$ cat src/rtl/uart_tx_fifo.sv
// uart_tx_fifo: byte FIFO that feeds uart_tx one byte at a time, holding each until done
module uart_tx_fifo #(
  parameter int DEPTH_LOG2 = 4
) (
  input  logic                  i_SysClock,
  input  logic                  i_ResetN,
  input  logic                  i_WrValid,
  input  logic [7:0]            i_WrByte,
  output logic                  o_WrReady,
  output logic                  o_Overflow,
  output logic [DEPTH_LOG2:0]   o_Count,
  output logic                  o_Empty,
  output logic                  o_Full,
  output logic                  o_TxValid,
  output logic [7:0]            o_TxByte,
  input  logic                  i_TxDone
);
  localparam int DEPTH = 2 ** DEPTH_LOG2;
  typedef enum logic [1:0] {S_IDLE, S_SEND, S_GAP} state_t;
  state_t                state;
  logic [7:0]            mem [DEPTH];
  logic [DEPTH_LOG2-1:0] wr_ptr, rd_ptr;
  logic [DEPTH_LOG2:0]   count;
  logic                  wr, pop;
  assign o_Count   = count;
  assign o_Empty   = count == '0;
  assign o_Full    = count == (DEPTH_LOG2+1)'(DEPTH);
  assign o_WrReady = !o_Full;
  assign wr        = i_WrValid & o_WrReady;
  assign pop       = (state == S_SEND) & i_TxDone;
  always_ff @(posedge i_SysClock)
    if (i_ResetN && wr) mem[wr_ptr] <= i_WrByte;
  always_ff @(posedge i_SysClock) begin
    if (!i_ResetN) begin
      state      <= S_IDLE;
      wr_ptr     <= '0;
      rd_ptr     <= '0;
      count      <= '0;
      o_TxValid  <= 1'b0;
      o_TxByte   <= 8'h00;
      o_Overflow <= 1'b0;
    end else begin
      o_Overflow <= i_WrValid & o_Full;
      if (wr) wr_ptr <= wr_ptr + 1'b1;
      if (pop) rd_ptr <= rd_ptr + 1'b1;
      count <= count + (DEPTH_LOG2+1)'(wr) - (DEPTH_LOG2+1)'(pop);
      case (state)
        S_IDLE: if (count != '0) begin
          o_TxByte  <= mem[rd_ptr];
          o_TxValid <= 1'b1;
          state     <= S_SEND;
        end
        S_SEND: if (i_TxDone) begin
          o_TxValid <= 1'b0;
          state     <= S_GAP;
        end
        default: begin
          o_TxValid <= 1'b0;
          state     <= S_IDLE;
        end
      endcase
    end
  end
endmodule

$ cat config.mk
export PLATFORM = sky130hd
export DESIGN_NAME = uart_tx_fifo
export DESIGN_NICKNAME = d
export VERILOG_FILES = /design/src/rtl/uart_tx_fifo.sv
export SDC_FILE = /design/constraint.sdc
export NUM_CORES = 1
export LEC_CHECK = 0
export CORE_MARGIN = 5
export CORE_UTILIZATION = 30
export CTS_CLUSTER_SIZE = 30
export DETAILED_ROUTE_END_ITERATION = 10
export PLACE_DENSITY = 0.57
export SETUP_SLACK_MARGIN = 0.02
export SLEW_MARGIN = 20
export SYNTH_ARGS = -nofsm -noshare
export SYNTH_HDL_FRONTEND = slang
export SYNTH_SLANG_ARGS = --single-unit
$ cat constraint.sdc
create_clock -name i_SysClock -period 2.91 [get_ports i_SysClock]
set_input_delay 0.873 -clock i_SysClock [delete_from_list [all_inputs] [get_ports i_SysClock]]
set_output_delay 0.873 -clock i_SysClock [all_outputs]
set_load 0.01 [all_outputs]
**Word-level counts from Yosys, hierarchy flattened**

Memory sizes are Yosys's and may differ from the RTL's. A register that Yosys moved wholly into a read port is not among the register bits.
Index checks and enable logic that the tools add are counted.

- Equality and inequality tests: 4
- Add/subtract/negate cells: 4
- Reduce and logical (&&, ||, !) cells: 8
- Mux-type cells: 8
- Bitwise logic cells: 3

Operators by type and width:

| cell | count |
|---|---|
| 4-bit by 1-bit adder with 4-bit output (second input constant) | 2 |
| 5-bit by 1-bit adder with 5-bit output | 1 |
| 5-bit equality test (second input constant) | 1 |
| 5-bit logical NOT | 1 |
| 5-bit nonzero test | 1 |
| 5-bit by 1-bit subtractor with 5-bit output | 1 |
| 1-bit two-way mux | 4 |
| 2-bit two-way mux | 2 |
| 2-bit != test (second input constant) | 2 |
| 2-bit one-hot mux with 2 select lines | 1 |
| 2-bit AND reduction | 2 |
| 1-bit AND | 3 |
| 2-bit by 1-bit equality test with 1-bit output (second input constant) | 1 |
| 1-bit logical NOT | 2 |
| 2-bit logical NOT | 1 |
| 1-bit one-hot mux with 2 select lines | 1 |
| 1-bit logical AND | 1 |

- Input bits: 12
- Word-level logic and storage cells: 34
- Memory bits (writable): 128
- Memories: 1
- Register bits: 17

Memories:

| name | depth | bits a word | read ports | clocked after memory_dff | wr ports | RTL line | RTL |
|---|---|---|---|---|---|---|---|
| mem | 16 | 8 | 1 | 1 | 1 | 21 | `logic [7:0] mem [DEPTH];` |

**Longest topological paths before layout**

Gate-level depths: netlist of the first run.

- Depth after elaboration: 6
- Mapped depth: 13
- Gate-level depth less buffers: 12

**Least setup slack after synthesis of the first run**

OpenSTA, ideal clock, no wires.

- Kind: input-to-reg
- Start point: in i_TxDone
- End point: reg count[4] (netlist: o_Count[4])
- Cell stages on the path: 10
- Data arrival time: 2.739 ns
- Path slack: 0.055 ns
- Buffers on the path: 1
- Library setup time: 0.116 ns
- Cells stage by stage: and3b_1 -> clkbuf_1 -> ha_1 -> inv_1 -> ha_1 -> fa_1 -> a21oi_1 -> nor2_1 -> or3_1 -> and3_1

- Longest elaborated chain between the ends: 2

Ends and longest elaborated chain:

| item | RTL line | RTL |
|---|---|---|
| from (decl) | 16 | `input logic i_TxDone` |
| 1-bit AND | 30 | `assign pop = (state == S_SEND) & i_TxDone;` |
| net pop | 24 | `logic wr, pop;` |
| 5-bit by 1-bit subtractor with 5-bit output | 46 | `count <= count + (DEPTH_LOG2+1)'(wr) - (DEPTH_LOG2+1)'(pop);` |
| to (signal assigned) | 46 |  |
| to (decl) | 23 | `logic [DEPTH_LOG2:0] count;` |

The timed path passes the listed nets, and every way through them passes these cells.
A chain may end at the register's enable or synchronous reset.

**Worst setup path after layout of the first run**

- Start point: reg count[2] (netlist: o_Count[2])
- End point: out o_WrReady

- Longest elaborated chain between the ends: 2

Ends and longest elaborated chain:

| item | RTL line | RTL |
|---|---|---|
| 5-bit equality test | 27 | `assign o_Full = count == (DEPTH_LOG2+1)'(DEPTH);` |
| 1-bit logical NOT | 28 | `assign o_WrReady = !o_Full;` |
| to (decl) | 9 | `output logic o_WrReady,` |

No other way between the ends.

==> results of run 1 <==
==> cells in the mapped netlist, types with 2 or more instances <==
library cell / n
a21oi_1: 2
a22oi_1: 4
and2_1: 11
and3_1: 4
buf_2: 6
clkbuf_1: 6
dfxtp_1: 24
edfxtp_1: 128
ha_1: 11
inv_1: 8
mux2_2: 8
mux2i_1: 9
mux4_1: 7
mux4_2: 25
nand2_1: 15
nand2b_1: 3
nand3_1: 3
nor2_1: 13
nor2b_1: 2
nor3_1: 5
o211ai_1: 3
o21ai_0: 5
xnor2_1: 6
xor2_1: 3
==> worst max path at each step <==
stage	startpoint	to	slack, ps
floorplan	i_TxDone	o_Count[4]	60
finish	o_Count[2]	o_WrReady	130
global route	o_Count[2]	o_WrReady	50
global placement	i_TxDone	o_Count[4]	-270
detailed placement	i_TxDone	o_Count[4]	-320
CTS	o_Count[2]	o_Full	80
==> sequential cells by signal, summed over array words and instances (netlist names) <==
register / count
state: 2
mem: 128
o_Overflow: 1
wr_ptr: 4
o_Count: 5
o_TxByte: 8
rd_ptr: 4
==> critical path, cell delays in order, from the launching register on <==
cell	delay, ps
dfxtp_1	370
inv_1	80
ha_1	200
nand4bb_1	140
buf_4	160
clkdlybuf4s50_1	540
==> metrics by stage <==
step | worst slack [ps] | total power [W] | hold WS (ps) | setup TNS [ps] | cells
floorplan | 55.2 | 0.00328 | 484 | 0 | 327
global placement | -272 | 0.00372 | 465 | -286 | 643
detailed placement | -322 | 0.00374 | 470 | -369 | 643
CTS | 84.5 | 0.00578 | 484 | 0 | 675
global route | 45.9 | 0.00602 | 512 | 0 | 675
finish | 131 | 0.00571 | 478 | 0 | 675
==> final cells by class <==
class	instances	area (µm²)	area share [%]
Clock inverter	11	97.6	1.32
Tap cell	270	338	4.56
Sequential cell	152	4330	58.4
Timing Repair Buffer	61	533	7.20
Inverter	8	30.0	0.405
Multi-Input combinational cell	152	1630	22.0
Clock buffer	21	450	6.08
==> repair_timing <==
item                                    in CTS  in global routing
endpoints found under the setup margin       0                  2
endpoints found under the hold margin        0                  0
resized for setup                            0                  2
==> logic make-up (layout without fill, tap and decap cells) <==
| family | count (synthesis) | count (layout) | synth area share, % |
|---|---|---|---|
| compound gates | 20 | 20 | 2.24 |
| xor+xnor | 9 | 9 | 1.30 |
| fa+ha+maj | 12 | 12 | 2.59 |
| buf+inv | 23 | 101 | 2.00 |
| flops | 152 | 152 | 71.2 |
| mux | 49 | 49 | 15.3 |
| simple gates | 62 | 62 | 5.44 |
==> per-layer routing <==
metal  global-route usage (%)  vias up  wire length (µm)
li1                         -     1418                 -
met1                     14.2     1556              5480
met2                     16.7       71              5550
met3                     3.66       10               654
met4                     3.21        0               136
met5                        0        -                 0
==> power by group <==
part	internal (W)	switching, W
clock	0.00120	0.000831
combinational	0.000588	0.000462
sequential	0.00249	0.000139
==> results by group, run 1 <==
Die
  • Die height: 152 µm
  • Die area: 0.0232 mm²
  • Placement row count: 52
  • Starting density of the core: 30.2%
  • Core ar.: 0.0201 mm²
  • Boundary pin count: 30
  • Die width: 152 µm

Yosys
  • Syn nets: 351
  • Seq cells post-synth: 152
  • Yosys warning count: 0
  • Syn Inst Count: 327
  • Synth area leaders: edfxtp_1, mux4_2, dfxtp_1, mux4_1, ha_1
  • Yosys top cell area share: 63.3%
  • Synth Flop Type: edfxtp_1
  • Area leader, netlist: edfxtp_1
  • Register area share after synthesis: 71.2%
  • EDFF count, synth: 128
  • Cell Area, Synth: 0.00608 mm²
  • Synth unique cells: 40
  • Syn Area/Cell: 18.6 µm²
  • Async set or reset register ratio after synthesis: 0%

Timing
  • Max_slew headroom: 40.3%
  • Period minus WS final: 2780 ps
  • Worst Clk Skew: 7.53 ps
  • Peak Freq: 0.360 GHz
  • Final setup fails: 0
  • Final hold violation count: 0
  • RSZ-0062 raised after global routing: no
  • Pin slew with the least headroom to its limit: 894 ps
  • Final period util: 95.5%
  • Max Slew Vio Count: 0

Worst hold path
  • WHS Endpoint: o_TxByte[2]
  • Worst Hold Path Cells: 2
  • Hold Path Class: flip-flop to flip-flop
  • Min-delay src: o_TxByte[2]

Run status
  • Status: finished clean

Placement
  • DPL Wire Length: 7.69 mm
  • Port buffer count: 29
  • GP Congestion: 0.754
  • Placed Area: 0.00685 mm²

Layout
  • ANT cells: 0
  • Most common cell after layout, fill and taps aside: edfxtp_1
  • Design area: 0.00741 mm²
  • Share of cells above drive strength 1: 24.2%
  • Area growth syn-to-layout: 21.9%
  • Fillers: 1868
  • Util after Layout: 36.8%
  • Final #Nets: 416
  • Most frequent cells in the layout: edfxtp_1, buf_4, clkdlybuf4s50_1

Clock network
  • Clk slew on worst S/H paths: 60 ps
  • Worst-skew pair later-pin latency: 420 ps
  • H-tree depth: 4
  • Hold buffers post-CTS: 0
  • CTS root buffer: clkbuf_16
  • Clock buffer depth: 2
  • Num CTS Buffers: 17
  • Post-CTS setup buffers: 0
  • CTS tree: built
  • Clock sink total: 152

GRT
  • Overflow after GRT: 0
  • GRT Total Usage: 10.7%
  • First-pass GRT wire length: 18.7 mm
  • Initial antenna violation count: 0
  • Pin count of the biggest net entering global routing: 21
  • Vias in the first global route: 3294

Worst setup path
  • Worst-path fanout max: 6
  • CP endpoint kind: primary output
  • FF-to-FF Start: o_Count[2]
  • Worst R2R Setup Slack: 360 ps
  • CP arrival: 1910 ps
  • Worst path required time: 2040 ps
  • Worst flop-to-flop path endpoint: o_Count[4]
  • Cell depth of the worst flop-to-flop path: 12
  • Startpoint types: flip-flop
  • CP Class: flip-flop to primary output

Drt
  • Iter 0 DRT Violations: 191
  • WL/cell: 17.5 µm
  • Vias per Instance: 4.53
  • Remaining DRCs: 0
  • DRT antenna net count: 0
  • Detailed Route WL: 11.8 mm
  • Vias: 3055
  • DRT Pass-1 Iters: 4

Power
  • Power per cell area: 771 mW/mm²
  • Leak: 2.43 nW
  • Worst VDD drop: 436 µV

Flow run
  • Max-Cap Viols: 0
Power figures use the tool's default switching activity.
==> run 2, diff against run 1 <==
==> constraint.sdc (replaced) <==
create_clock -name i_SysClock -period 2.91 [get_ports i_SysClock]
set_input_delay 0.873 -clock i_SysClock [delete_from_list [all_inputs] [get_ports i_SysClock]]
set_output_delay 0.873 -clock i_SysClock [all_outputs]
set_load 0.05 [all_outputs]
==> results by group, run 2 (synthesis gave the netlist of run 1 again) <==
Run status
  • Status: finished clean

Layout
  • Area growth syn-to-layout: 23.3%
  • Design area: 0.00749 mm²
  • Biggest register: mem
  • ANT cells: 0
  • Non-Filler Instances: 674
  • Final #Nets: 415
  • Most frequent cells in the layout: edfxtp_1, buf_4, clkdlybuf4s50_1
  • Most common cell after layout, fill and taps aside: edfxtp_1
  • Share of cells above drive strength 1: 25.7%
  • Largest register FFs: 128

Clock network
  • Num CTS Buffers: 17
  • Worst-skew pair later-pin latency: 420 ps
  • Clock buffer depth: 2
  • Clock sink total: 152
  • CTS root buffer: clkbuf_16
  • CTS tree: built
  • H-tree depth: 4
  • Post-CTS setup buffers: 0
  • Clk slew on worst S/H paths: 60 ps

Power
  • Power per cell area: 834 mW/mm²
  • Leak: 2.46 nW
  • Total power: 0.00625 W
  • Worst VDD drop: 592 µV

Placement
  • DP Worst Slack: -338 ps
  • DPL Wire Length: 7.60 mm
  • Placed cells: 642
  • Port buffer count: 29
  • Placed Area: 0.00687 mm²
  • GP Congestion: 0.755

Timing
  • RSZ-0062 raised after global routing: no
  • Peak Freq: 0.355 GHz
  • Fin worst setup slack: 89.6 ps
  • Max_slew headroom: 45.2%
  • Pin slew with the least headroom to its limit: 820 ps
  • Final period util: 96.9%
  • Max Slew Vio Count: 0
  • Total Negative Setup Slacks: 0 ps
  • Worst Clk Skew: 9.77 ps
  • Final setup fails: 0
  • Period minus WS final: 2820 ps
  • Final hold violation count: 0

Die
  • Boundary pin count: 30
  • Core ar.: 0.0201 mm²
  • Die area: 0.0232 mm²
  • Die width: 152 µm
  • Die height: 152 µm
  • Starting density of the core: 30.2%
  • Placement row count: 52

Drt
  • Vias: 3026
  • DRT Pass-1 Iters: 7
  • DRT antenna net count: 0
  • Vias per Instance: 4.49
  • Remaining DRCs: 0
  • Detailed Route WL: 11.7 mm
  • WL/cell: 17.3 µm
  • Iter 0 DRT Violations: 166

Worst setup path
  • Worst-path fanout max: 2
  • CP Class: input port to flip-flop
  • CP endpoint kind: flip-flop
  • Startpoint types: input port
  • Worst path required time: 3210 ps
  • CP arrival: 3120 ps

GRT
  • Vias in the first global route: 3219
  • GRT Total Usage: 10.6%
  • Pin count of the biggest net entering global routing: 20
  • Initial antenna violation count: 0
  • First-pass GRT wire length: 18.5 mm
  • Overflow after GRT: 0

Flow run
  • Max-Cap Viols: 0

Worst hold path
  • Hold Path Class: flip-flop to flip-flop
==> run 2: repair_timing <==
action / CTS / global route
gates resized for setup: 0 / 1
endpoints found under the setup margin: 0 / 1
hold buffers: 0 / 0
==> run 2: metal layers <==
layer / GRT usage (%) / share of wire (%)
met5: 0 / 0
met1: 14.2 / 48
met2: 16.3 / 47
met4: 3.60 / 0.91
met3: 3.49 / 4.2
==> run 2: per-stage QoR <==
step,utilization [%],hold slack (ps)
after floorplan,-,484
after global placement,34.2,468
after detailed placement,34.2,474
after CTS,37.2,488
after global routing,37.3,503
final,37.3,478
==> run 2: path summary, 6_finish.rpt <==
path / from / to / slack (ps) / cells after the start
max: i_TxDone / o_Count[4] / 90 / 10
min: o_TxByte[4] / o_TxByte[4] / 480 / 2
max reg2reg: o_Count[2] / o_Count[4] / 320 / 12
min reg2reg: o_TxByte[4] / o_TxByte[4] / 480 / 2
==> run 2: report_power, final <==
group	switching [W]	internal [W]	total (W)
Sequential	0.000142	0.00250	0.00264
Combinational	0.000782	0.000585	0.00137
Clock	0.000794	0.00144	0.00224
Total	0.00172	0.00453	0.00625
==> run 2: layout make-up <==
class	count	area [µm²]
Fill cell	1837	12600
Sequential cell	152	4340
Multi-Input combinational cell	152	1630
Timing Repair Buffer	60	541
Clock buffer	25	495
Tap cell	270	338
Clock inverter	7	118
Inverter	8	30.0
==> run 2: critical path, stage by stage <==
cell,delay (ps)
clkdlybuf4s50_1,430
and3b_1,210
ha_1,270
inv_1,40
ha_1,190
fa_1,410
a21oi_2,130
nor2_1,50
or3_1,340
and3_1,190
